File: config.mk
export PLATFORM = sky130hd
export DESIGN_NAME = uart_matrix_formatter
export DESIGN_NICKNAME = d
export VERILOG_FILES = /design/src/rtl/uart_matrix_formatter_pkg.sv /design/src/rtl/uart_matrix_formatter_bin_to_dec_ascii.sv /design/src/rtl/uart_matrix_formatter.sv
export SDC_FILE = /design/constraint.sdc
export NUM_CORES = 1
export LEC_CHECK = 0
export BUFFER_PORTS_ARGS = -buffer_cell sky130_fd_sc_hd__clkbuf_2
export CORE_MARGIN = 4
export CORE_UTILIZATION = 30
export CTS_CLUSTER_DIAMETER = 80
export DETAILED_ROUTE_END_ITERATION = 7
export SETUP_SLACK_MARGIN = 0.15
export SYNTH_ARGS = -nofsm -noshare
export SYNTH_HDL_FRONTEND = slang
export SYNTH_SLANG_ARGS = --single-unit
File: constraint.sdc
create_clock -name clk -period 11.5 [get_ports clk]
set_input_delay 1.15 -clock clk [delete_from_list [all_inputs] [get_ports clk]]
set_output_delay 1.15 -clock clk [all_outputs]
set_load 0.01 [all_outputs]
File: src/rtl/uart_matrix_formatter_pkg.sv
// Shared constants, FSM encoding and helpers for the matrix-to-UART text formatter.
package uart_matrix_formatter_pkg;

  localparam int unsigned MAX_DIM = 5;
  localparam int unsigned ADDR_W  = 5;
  localparam int unsigned DIM_W   = 3;
  localparam int unsigned BYTE_W  = 8;

  localparam logic [BYTE_W-1:0] ASC_0     = 8'h30;
  localparam logic [BYTE_W-1:0] ASC_A     = 8'h41;
  localparam logic [BYTE_W-1:0] ASC_MINUS = 8'h2D;
  localparam logic [BYTE_W-1:0] ASC_SP    = 8'h20;
  localparam logic [BYTE_W-1:0] ASC_M     = 8'h4D;
  localparam logic [BYTE_W-1:0] ASC_E     = 8'h45;
  localparam logic [BYTE_W-1:0] ASC_R     = 8'h52;
  localparam logic [BYTE_W-1:0] ASC_CR    = 8'h0D;
  localparam logic [BYTE_W-1:0] ASC_LF    = 8'h0A;

  typedef enum logic [3:0] {
    ST_IDLE,
    ST_CHECK,
    ST_HDR,
    ST_ERR_TX,
    ST_RD_REQ,
    ST_RD_WAIT,
    ST_CONV,
    ST_SEND_SIGN,
    ST_SEND_DIG,
    ST_SEP,
    ST_TX_ISSUE,
    ST_TX_WAIT,
    ST_DONE
  } state_e;

  function automatic logic [BYTE_W-1:0] hex_ascii(input logic [3:0] v);
    return (v < 4'd10) ? ASC_0 + BYTE_W'(v) : ASC_A + BYTE_W'(v) - 8'd10;
  endfunction

endpackage

File: src/rtl/uart_matrix_formatter_bin_to_dec_ascii.sv
// Signed 8-bit to decimal ASCII: sign flag, hundreds/tens/ones digits and digit count.
module bin_to_dec_ascii
  import uart_matrix_formatter_pkg::*;
(
  input  logic [BYTE_W-1:0]        val_i,
  output logic                     neg_o,
  output logic [2:0][BYTE_W-1:0]   dig_o,
  output logic [1:0]               cnt_o
);

  logic [8:0] mag;
  logic [8:0] rem;
  logic       hund;
  logic [3:0] tens;

  // 9-bit magnitude keeps -128 representable; tens found by repeated subtract of 10
  always_comb begin
    neg_o = val_i[7];
    mag   = val_i[7] ? 9'(~{val_i[7], val_i}) + 9'd1 : {1'b0, val_i};
    hund  = 1'b0;
    rem   = mag;
    tens  = 4'd0;
    if (rem >= 9'd100) begin
      hund = 1'b1;
      rem  = rem - 9'd100;
    end
    for (int k = 0; k < 9; k++) begin
      if (rem >= 9'd10) begin
        rem  = rem - 9'd10;
        tens = tens + 4'd1;
      end
    end
    dig_o[2] = ASC_0 + BYTE_W'(hund);
    dig_o[1] = ASC_0 + BYTE_W'(tens);
    dig_o[0] = ASC_0 + BYTE_W'(rem);
    cnt_o    = hund ? 2'd3 : ((tens != 4'd0) ? 2'd2 : 2'd1);
  end

endmodule

File: src/rtl/uart_matrix_formatter.sv
// Reads a stored matrix element by element and streams it as decimal text to uart_tx.
module uart_matrix_formatter
  import uart_matrix_formatter_pkg::*;
(
  input  logic              clk,
  input  logic              rst_n,
  input  logic              start_i,
  input  logic [3:0]        matrix_id_i,
  input  logic [DIM_W-1:0]  dim_m_i,
  input  logic [DIM_W-1:0]  dim_n_i,
  output logic              rd_en_o,
  output logic [ADDR_W-1:0] rd_addr_o,
  input  logic [BYTE_W-1:0] rd_data_i,
  output logic [BYTE_W-1:0] tx_data_o,
  output logic              tx_start_o,
  input  logic              tx_busy_i,
  output logic              busy_o,
  output logic              done_o
);

  state_e                   state_q, state_d, ret_q, ret_d;
  logic [3:0]               id_q, id_d;
  logic [DIM_W-1:0]         m_q, m_d, n_q, n_d, row_q, row_d, col_q, col_d;
  logic [2:0]               idx_q, idx_d;
  logic                     lf_q, lf_d, skip_q, skip_d, neg_q, neg_d;
  logic [2:0][BYTE_W-1:0]   dig_q, dig_d;
  logic [1:0]               cnt_q, cnt_d;
  logic [BYTE_W-1:0]        val_q, val_d, tx_data_q, tx_data_d;
  logic                     rd_en_q, rd_en_d, tx_start_q, tx_start_d;
  logic                     busy_q, busy_d, done_q, done_d;
  logic [ADDR_W-1:0]        rd_addr_q, rd_addr_d;

  logic                     conv_neg;
  logic [2:0][BYTE_W-1:0]   conv_dig;
  logic [1:0]               conv_cnt;
  logic [1:0]               dig_pos;
  logic [BYTE_W-1:0]        dig_byte;

  bin_to_dec_ascii u_b2d (
    .val_i (val_q),
    .neg_o (conv_neg),
    .dig_o (conv_dig),
    .cnt_o (conv_cnt)
  );

  always_ff @(posedge clk or negedge rst_n) begin
    if (!rst_n) begin
      state_q    <= ST_IDLE;
      ret_q      <= ST_IDLE;
      id_q       <= '0;
      m_q        <= '0;
      n_q        <= '0;
      row_q      <= '0;
      col_q      <= '0;
      idx_q      <= '0;
      lf_q       <= 1'b0;
      skip_q     <= 1'b0;
      neg_q      <= 1'b0;
      dig_q      <= '0;
      cnt_q      <= '0;
      val_q      <= '0;
      tx_data_q  <= '0;
      rd_en_q    <= 1'b0;
      tx_start_q <= 1'b0;
      busy_q     <= 1'b0;
      done_q     <= 1'b0;
      rd_addr_q  <= '0;
    end else begin
      state_q    <= state_d;
      ret_q      <= ret_d;
      id_q       <= id_d;
      m_q        <= m_d;
      n_q        <= n_d;
      row_q      <= row_d;
      col_q      <= col_d;
      idx_q      <= idx_d;
      lf_q       <= lf_d;
      skip_q     <= skip_d;
      neg_q      <= neg_d;
      dig_q      <= dig_d;
      cnt_q      <= cnt_d;
      val_q      <= val_d;
      tx_data_q  <= tx_data_d;
      rd_en_q    <= rd_en_d;
      tx_start_q <= tx_start_d;
      busy_q     <= busy_d;
      done_q     <= done_d;
      rd_addr_q  <= rd_addr_d;
    end
  end

  // Sequencer states pick a byte and a return state; TX_ISSUE/TX_WAIT run the uart handshake
  always_comb begin
    state_d    = state_q;
    ret_d      = ret_q;
    id_d       = id_q;
    m_d        = m_q;
    n_d        = n_q;
    row_d      = row_q;
    col_d      = col_q;
    idx_d      = idx_q;
    lf_d       = lf_q;
    skip_d     = skip_q;
    neg_d      = neg_q;
    dig_d      = dig_q;
    cnt_d      = cnt_q;
    val_d      = val_q;
    tx_data_d  = tx_data_q;
    rd_addr_d  = rd_addr_q;
    tx_start_d = 1'b0;

    dig_pos = cnt_q - 2'd1 - idx_q[1:0];
    case (dig_pos)
      2'd2:    dig_byte = dig_q[2];
      2'd1:    dig_byte = dig_q[1];
      default: dig_byte = dig_q[0];
    endcase

    case (state_q)
      ST_IDLE: begin
        if (start_i) begin
          id_d    = matrix_id_i;
          m_d     = dim_m_i;
          n_d     = dim_n_i;
          state_d = ST_CHECK;
        end
      end
      ST_CHECK: begin
        idx_d     = '0;
        row_d     = '0;
        col_d     = '0;
        lf_d      = 1'b0;
        rd_addr_d = '0;
        if (m_q == '0 || n_q == '0 || m_q > DIM_W'(MAX_DIM) || n_q > DIM_W'(MAX_DIM))
          state_d = ST_ERR_TX;
        else
          state_d = ST_HDR;
      end
      ST_HDR: begin
        case (idx_q)
          3'd0:    tx_data_d = ASC_M;
          3'd1:    tx_data_d = hex_ascii(id_q);
          3'd2:    tx_data_d = ASC_SP;
          3'd3:    tx_data_d = ASC_0 + BYTE_W'(m_q);
          3'd4:    tx_data_d = ASC_SP;
          3'd5:    tx_data_d = ASC_0 + BYTE_W'(n_q);
          3'd6:    tx_data_d = ASC_CR;
          default: tx_data_d = ASC_LF;
        endcase
        idx_d   = idx_q + 3'd1;
        ret_d   = (idx_q == 3'd7) ? ST_RD_REQ : ST_HDR;
        state_d = ST_TX_ISSUE;
      end
      ST_ERR_TX: begin
        case (idx_q)
          3'd0:    tx_data_d = ASC_E;
          3'd1:    tx_data_d = ASC_R;
          3'd2:    tx_data_d = ASC_R;
          3'd3:    tx_data_d = ASC_CR;
          default: tx_data_d = ASC_LF;
        endcase
        idx_d   = idx_q + 3'd1;
        ret_d   = (idx_q == 3'd4) ? ST_DONE : ST_ERR_TX;
        state_d = ST_TX_ISSUE;
      end
      ST_RD_REQ: state_d = ST_RD_WAIT;
      ST_RD_WAIT: begin
        val_d     = rd_data_i;
        rd_addr_d = rd_addr_q + ADDR_W'(1);
        state_d   = ST_CONV;
      end
      ST_CONV: begin
        neg_d   = conv_neg;
        dig_d   = conv_dig;
        cnt_d   = conv_cnt;
        idx_d   = '0;
        state_d = conv_neg ? ST_SEND_SIGN : ST_SEND_DIG;
      end
      ST_SEND_SIGN: begin
        tx_data_d = ASC_MINUS;
        ret_d     = ST_SEND_DIG;
        state_d   = ST_TX_ISSUE;
      end
      ST_SEND_DIG: begin
        tx_data_d = dig_byte;
        if (idx_q == {1'b0, cnt_q} - 3'd1) begin
          idx_d = '0;
          ret_d = ST_SEP;
        end else begin
          idx_d = idx_q + 3'd1;
          ret_d = ST_SEND_DIG;
        end
        state_d = ST_TX_ISSUE;
      end
      ST_SEP: begin
        if (col_q != n_q - DIM_W'(1)) begin
          tx_data_d = ASC_SP;
          col_d     = col_q + DIM_W'(1);
          ret_d     = ST_RD_REQ;
        end else if (!lf_q) begin
          tx_data_d = ASC_CR;
          lf_d      = 1'b1;
          ret_d     = ST_SEP;
        end else begin
          tx_data_d = ASC_LF;
          lf_d      = 1'b0;
          col_d     = '0;
          row_d     = row_q + DIM_W'(1);
          ret_d     = (row_q == m_q - DIM_W'(1)) ? ST_DONE : ST_RD_REQ;
        end
        state_d = ST_TX_ISSUE;
      end
      ST_TX_ISSUE: begin
        if (!tx_busy_i) begin
          tx_start_d = 1'b1;
          skip_d     = 1'b1;
          state_d    = ST_TX_WAIT;
        end
      end
      // First cycle is the tx_start cycle, before uart_tx can raise busy
      ST_TX_WAIT: begin
        if (skip_q)          skip_d  = 1'b0;
        else if (!tx_busy_i) state_d = ret_q;
      end
      ST_DONE: state_d = ST_IDLE;
      default: state_d = ST_IDLE;
    endcase

    rd_en_d = (state_d == ST_RD_REQ);
    done_d  = (state_d == ST_DONE);
    busy_d  = (state_d != ST_IDLE) && (state_d != ST_DONE);
  end

  assign rd_en_o    = rd_en_q;
  assign rd_addr_o  = rd_addr_q;
  assign tx_data_o  = tx_data_q;
  assign tx_start_o = tx_start_q;
  assign busy_o     = busy_q;
  assign done_o     = done_q;

endmodule

* Yosys cells after proc, flatten, opt, wreduce, memory -nomap -nowiden
Cells that the tools add are included.
Widths: inputs -> output; s select.
** Storage, ports and cells
- Register bits :: 80
- Output and inout bits :: 17
- Logic and storage cells :: 186
- Bits of input ports :: 22
** Cells by class
- Reductions and logical operators :: 25
- Multiplexer cells :: 60
- $add $sub $neg :: 36
- Bitwise operators :: 1
- Magnitude comparators :: 13
- Equal/unequal tests :: 30
** Operators with widths (count)
- $mux 9 :: 10
- $ge 9x4->1 const B :: 9
- $sub 9x4->9 const B :: 8
- $mux 4 :: 17
- $pmux 8 s6 :: 1
- $pmux 8 s5 :: 1
- $pmux 4 s8 :: 1
- $add 4x1->4 const B :: 7
- $mux 3 :: 7
- $pmux 7 s3 :: 1
- $eq 4x3->1 const B :: 5
- $eq 4x4->1 const B :: 5
- $pmux 4 s5 :: 1
- $mux 8 :: 2
- $pmux 8 s2 :: 1
- $sub 8x4->8 const B :: 2
- $add 6x3->7 const A :: 2
- $add 6x4->7 const A :: 2
- $eq 3x3->1 const B :: 4
- $pmux 3 s2 :: 2
- $pmux 5 s2 :: 1
- $add 3x1->3 const B :: 3
- $add 9x1->9 const B :: 1
- $ge 9x7->1 const B :: 1
- other kinds (41) :: 71

* Longest topological paths before layout
- Word-level depth :: 26
- Depth in mapped cells :: 37
- Mapped depth without buffers :: 37

* Modules after synthesis
Synthesis repeated with hierarchy kept, for this count alone.
** Second synthesis, totals
- Cell total of the unflattened synthesis :: 855
- Area total of the unflattened synthesis :: 7693.6 µm²
** Modules (own cells, without submodules)
- uart_matrix_formatter :: cells each 409, area an instance 4396.7 µm², sequential area each 2001.9 µm², instances 1
- bin_to_dec_ascii :: cells each 446, area an instance 3296.9 µm², sequential area each 0.0 µm², instances 1

* Worst setup path before layout
Ideal clock, no wire load.
- Kind :: register to register
- Start point :: reg val_q[0]
- End point :: reg cnt_q[1]
- Clock period less this slack :: 9.270 ns
- Setup slack :: 2.230 ns
- Library setup time :: 0.132 ns
- Data required time :: 11.368 ns
- Cell stages (with the launch flop) :: 37
- Arrival :: 9.138 ns
- Buffers on the path :: 0
- Path through :: dfrtp_1 > inv_1 > ha_1 > or3b_1 > a211oi_1 > a31o_2 > a21boi_4 > o21ai_0 > and2_1 > ha_1 > inv_1 > o2111ai_1 > o311ai_1 > or4_4 > a211oi_2 > o32ai_2 > and3_1 > o311a_1 > o21ai_0 > mux2i_1 > ha_1 > mux2_2 > ha_1 > mux2_2 > ha_1 > mux2_2 > ha_1 > mux2_2 > ha_1 > mux2_2 > ha_1 > xnor3_1 > o21ba_2 > a311oi_1 > o2111a_1 > nor3_2 > a2bb2oi_1
** On the way
- Cells in the longest elaborated chain, start to end :: 26
- Elaborated cells between the ends (all ways) :: 52
- Those cells by class :: 18 x add/sub; 10 x order compare; 22 x mux; 1 x bitwise; 1 x reduce/logical
** Ends and longest elaborated chain
- start, declared :: RTL line uart_matrix_formatter.sv:28 : logic [BYTE_W-1:0] val_q, val_d, tx_data_q, tx_data_d;
- start signal, assigned :: RTL line uart_matrix_formatter.sv:82 : val_q <= val_d;
- $not 9->9 :: RTL line uart_matrix_formatter_bin_to_dec_ascii.sv:19 : mag = val_i[7] ? 9'(~{val_i[7], val_i}) + 9'd1 : {1'b0, val_i};
- $add 9x1->9 :: RTL line uart_matrix_formatter_bin_to_dec_ascii.sv:19
- $mux 9 (*) :: RTL line uart_matrix_formatter_bin_to_dec_ascii.sv:19
- $sub 9x7->9 / $ge 9x7->1 (equally long branches) :: RTL line uart_matrix_formatter_bin_to_dec_ascii.sv:25, uart_matrix_formatter_bin_to_dec_ascii.sv:23
- $mux 9 :: RTL line uart_matrix_formatter_bin_to_dec_ascii.sv:23 : if (rem >= 9'd100) begin
- $sub 9x4->9 / $ge 9x4->1 (equally long branches) :: RTL line uart_matrix_formatter_bin_to_dec_ascii.sv:29, uart_matrix_formatter_bin_to_dec_ascii.sv:28
- $mux 9 / $mux 1 (equally long branches) :: RTL line uart_matrix_formatter_bin_to_dec_ascii.sv:28 : if (rem >= 9'd10) begin
- $sub 9x4->9 (tied with other cells) :: RTL line uart_matrix_formatter_bin_to_dec_ascii.sv:29 : rem = rem - 9'd10;
- (+10 left out)
- $mux 9 / $mux 4 (equally long branches) :: RTL line uart_matrix_formatter_bin_to_dec_ascii.sv:28
- $sub 9x4->9 (tied with other cells) :: RTL line uart_matrix_formatter_bin_to_dec_ascii.sv:29
- $mux 9 / $mux 4 (equally long branches) :: RTL line uart_matrix_formatter_bin_to_dec_ascii.sv:28
- $ge 9x4->1 / $add 4x1->4 (equally long branches) :: RTL line uart_matrix_formatter_bin_to_dec_ascii.sv:28, uart_matrix_formatter_bin_to_dec_ascii.sv:30
- $mux 4 :: RTL line uart_matrix_formatter_bin_to_dec_ascii.sv:28
- $reduce_bool 4->1 :: RTL line uart_matrix_formatter_bin_to_dec_ascii.sv:36 : cnt_o = hund ? 2'd3 : ((tens != 4'd0) ? 2'd2 : 2'd1);
- $mux 2 :: RTL line uart_matrix_formatter_bin_to_dec_ascii.sv:36
- $mux 2 (*) :: RTL line uart_matrix_formatter_bin_to_dec_ascii.sv:36
- end signal, assigned :: RTL line uart_matrix_formatter.sv:81 : cnt_q <= cnt_d;
- end, declared :: RTL line uart_matrix_formatter.sv:27 : logic [1:0] cnt_q, cnt_d;
Every way passes the cells marked *; elsewhere a longest branch is shown, timed or not.
A chain may end at the register's enable or synchronous reset.

* Worst setup path after layout
Same ends and word-level chain as after synthesis.

==> impl_results.rst <==
.. list-table::
   :header-rows: 1

   * - Metric
     - Value
   * - Outcome
     - complete, no violations
   * - Clock root buffer master
     - sky130_fd_sc_hd__clkbuf_16
   * - Clock tree from TritonCTS
     - built
   * - Post-synthesis to final-layout area growth
     - 11.05%
   * - Residual overflow from global routing
     - 0
   * - Kind of start point of the critical path
     - register
   * - Peak Freq
     - 95.35 MHz
   * - Number of warnings reported in the yosys synthesis log
     - 0
   * - Largest net degree at the start of global routing
     - 71
   * - Final-layout fill cell count
     - 2501
   * - Final setup violation count
     - 0
   * - Die outline width
     - 162.1 µm
   * - Register-to-Register Path Depth
     - 37
   * - Library cells used by synthesis
     - 100
   * - Detailed-placement wirelength estimate
     - 15.45 mm
   * - Clock-pin slew on the worst setup and hold paths
     - 0.06 ns
   * - Initial antenna violation count
     - 0
   * - Hold Vio Cnt, Final
     - 0
   * - Dominant combinational cell family by area after synthesis
     - compound AO/OA/AOI/OAI gates
   * - Final Max Tran Viols
     - 0
   * - CTS max path bufs
     - 2
   * - Share of synthesized area spent on multiplexers
     - 0.05498
   * - Worst min-delay path category
     - reg2reg
   * - TNS Setup
     - 0 ns
   * - Critical path data arrival time
     - 10.69 ns
   * - Fraction of the mapped netlist area in compound gates
     - 0.3211
   * - Required time reported for the critical path endpoint
     - 11.70 ns
   * - Initial DRT Pass Iterations
     - 5
   * - Most common cell after layout, fill and taps aside
     - sky130_fd_sc_hd__nand2_1
   * - Capturing instance or port of the critical path
     - cnt_q[1]
   * - Proportion of synthesized flip-flops having asynchronous set or reset
     - 1.000
   * - Share of the synthesized netlist area taken by xor and xnor gates
     - 0.07237
   * - Number of setup buffers added after CTS
     - 0
   * - Total of cells resized after clock tree synthesis
     - 0
   * - Aggregate global-route resource usage
     - 0.1504
   * - Class of the most critical setup path
     - reg2reg
   * - Vias in the first global route
     - 6480
   * - RR Endpoint
     - cnt_q[1]
   * - Minimum clock period after layout
     - 10.49 ns
   * - Per-cell routed wire length
     - 16.58 µm
   * - Rel. slew slack
     - 0.1712
   * - Drt total wl
     - 20.10 mm
   * - Clock Skews
     - 0.007958 ns
   * - Worst skew pair latency
     - 0.34 ns
   * - Starting density of the core
     - 0.3044
   * - Utilization after layout
     - 0.3380
   * - Wire length of the first global-routing pass
     - 33.07 mm
   * - I/O pin total
     - 39
   * - Chip Height
     - 162.1 µm
   * - Setup crit start
     - val_q[0]
   * - Routed vias
     - 6822
   * - Number of nets in the final layout
     - 943
   * - Inserted Diodes
     - 0
   * - Share of final-layout standard cells stronger than drive strength 1
     - 0.1377
   * - # clock sinks
     - 70
   * - Number of H-tree branching levels
     - 3
   * - Final weighted congestion in routability-driven placement
     - 0.8729
   * - Register area
     - 1752 µm²
   * - Post-synth net total
     - 923
   * - Main synth FF type
     - sky130_fd_sc_hd__dfrtp_1
   * - Number of buffers added by the clock tree synthesis step
     - 9
   * - Hold buffer count at cts
     - 0
   * - Cells after synthesis
     - 868
   * - Number of rows in the core area
     - 56
   * - Area taken by multi-input logic gates
     - 5074 µm²
   * - Most frequent cells in the layout
     - sky130_fd_sc_hd__nand2_1, sky130_fd_sc_hd__dfrtp_1, sky130_fd_sc_hd__o21ai_0, sky130_fd_sc_hd__nor2_1, sky130_fd_sc_hd__a21oi_1
   * - Largest cells by area after synthesis
     - sky130_fd_sc_hd__dfrtp_1, sky130_fd_sc_hd__ha_1, sky130_fd_sc_hd__o21ai_0, sky130_fd_sc_hd__nand2_1, sky130_fd_sc_hd__xnor2_1
   * - Port buffer count
     - 38
   * - Core Region
     - 23400 µm²
   * - Longest individual stage delay on the worst path
     - 0.49 ns
   * - FF+latch count, synth
     - 70
   * - DRC
     - 0
   * - Post-Synth Simple-Gate Area
     - 0.2059
   * - Die Area
     - 26270 µm²
   * - Reported max-cap violation count
     - 0
   * - FF-to-FF setup slack
     - 1.01 ns
   * - First DRT Iteration DRCs
     - 540
   * - Portion of synthesized cell area occupied by the leading cell type
     - 0.2459
   * - RSZ-0062 raised after global routing
     - no
   * - Final clock period utilization by the worst path
     - 0.9119
   * - Mean Syn Cell Area
     - 8.206 µm²
   * - Worst Tran Pin Value
     - 1.237 ns
   * - Cell at the slowest stage of the critical path
     - sky130_fd_sc_hd__dfrtp_1
   * - Largest area contributor in the netlist
     - sky130_fd_sc_hd__dfrtp_1
   * - Worst-path maximum fanout
     - 12
   * - Sequential cell area fraction in the yosys report
     - 0.2459
   * - Most Frequent Cell on Critical Path
     - sky130_fd_sc_hd__ha_1
   * - Remaining antenna violation count
     - 0
   * - Worst reg2reg path startpoint
     - val_q[0]
   * - Via-to-Cell Ratio
     - 5.629
   * - Combined area of all synthesized cells
     - 7123 µm²
   * - Sort of element at the end of the critical path
     - register
   * - Adder-cell share of the synthesized area
     - 0.05797
   * - EDFF count, synth
     - 0
through the flow:
step	worst slack [ns]	hold WS, ns	instances	instance area (µm²)
2_1_floorplan	2.230	0.4350	868	7123
3_3_place_gp	1.442	0.4669	1196	7586
3_5_place_dp	1.118	0.4750	1196	7586
4_1_cts	1.039	0.4892	1212	7910
5_1_grt	0.2078	0.5074	1212	7910
6_report	1.013	0.4777	1212	7910
cell type report:
class,count,area share
Inverter,39,0.01851
Timing Repair Buffer,41,0.02721
Multi-Input combinational cell,727,0.6414
Tap cell,319,0.05046
Clock inverter,6,0.01076
Clock buffer,10,0.03021
Sequential cell,70,0.2214
flip-flops by register name, indices dropped and copies added (netlist names), 2 cells and up:
name and cells:
idx_q 3, m_q 3, rd_addr_o 5, n_q 3, cnt_q 2, dig_q 14, id_q 4, state_q 4
row_q 3, ret_q 4, val_q 8, col_q 3, tx_data_o 8
cell families (layout without fill, tap and decap cells):
group | count (synthesis) | count (layout)
compound gates | 316 | 316
simple gates | 288 | 288
buf+inv | 71 | 96
flops | 70 | 70
xor+xnor | 54 | 54
mux | 36 | 36
fa+ha+maj | 33 | 33
per-layer routing:
| metal | global-route usage | wire [µm] | vias up |
|---|---|---|---|
| met3 | 0.02182 | 1028 | 33 |
| met2 | 0.2563 | 9601 | 209 |
| met1 | 0.2005 | 9126 | 3232 |
| li1 | - | - | 3348 |
| met5 | 0 | 0 | - |
| met4 | 0.03922 | 344 | 0 |
Yosys cell counts (14+ instances only):
master and number:
sky130_fd_sc_hd__nand2_1 90, sky130_fd_sc_hd__dfrtp_1 70, sky130_fd_sc_hd__o21ai_0 68, sky130_fd_sc_hd__nor2_1 55, sky130_fd_sc_hd__a21oi_1 50, sky130_fd_sc_hd__inv_1 38, sky130_fd_sc_hd__xnor2_1 35, sky130_fd_sc_hd__ha_1 33
sky130_fd_sc_hd__nand3_1 29, sky130_fd_sc_hd__mux2_2 24, sky130_fd_sc_hd__nor3_1 22, sky130_fd_sc_hd__o211ai_1 22, sky130_fd_sc_hd__clkbuf_1 20, sky130_fd_sc_hd__xor2_1 16, sky130_fd_sc_hd__a211oi_1 14
critical path: cells and delay by family, from the launching register on:
family                     cells  cell delay, ns
muxes                          5            1.44
xor gates and xnor gates       2            0.66
and+or+nand+nor                6            1.74
DFF                            1            0.49
buffers and inverters          3            0.53
adders and majority gates      8            2.37
AOI/OAI and AO/OA             13            3.08
worst min-delay path by stage:
stage / startpoint / end / slack (ns) / depth (start not counted)
2_1_floorplan: dig_q[20] / dig_q[20] / 0.43 / 1
3_3_place_gp: tx_data_o[1] / tx_data_o[1] / 0.47 / 2
3_5_place_dp: dig_q[10] / dig_q[10] / 0.47 / 2
4_1_cts: dig_q[10] / dig_q[10] / 0.49 / 2
5_1_grt: dig_q[10] / dig_q[10] / 0.51 / 2
6_report: dig_q[10] / dig_q[10] / 0.48 / 2
Power is left out: the tool's default activity adds up to more than one toggle a clock period on the data nets, which glitch-free logic cannot reach.
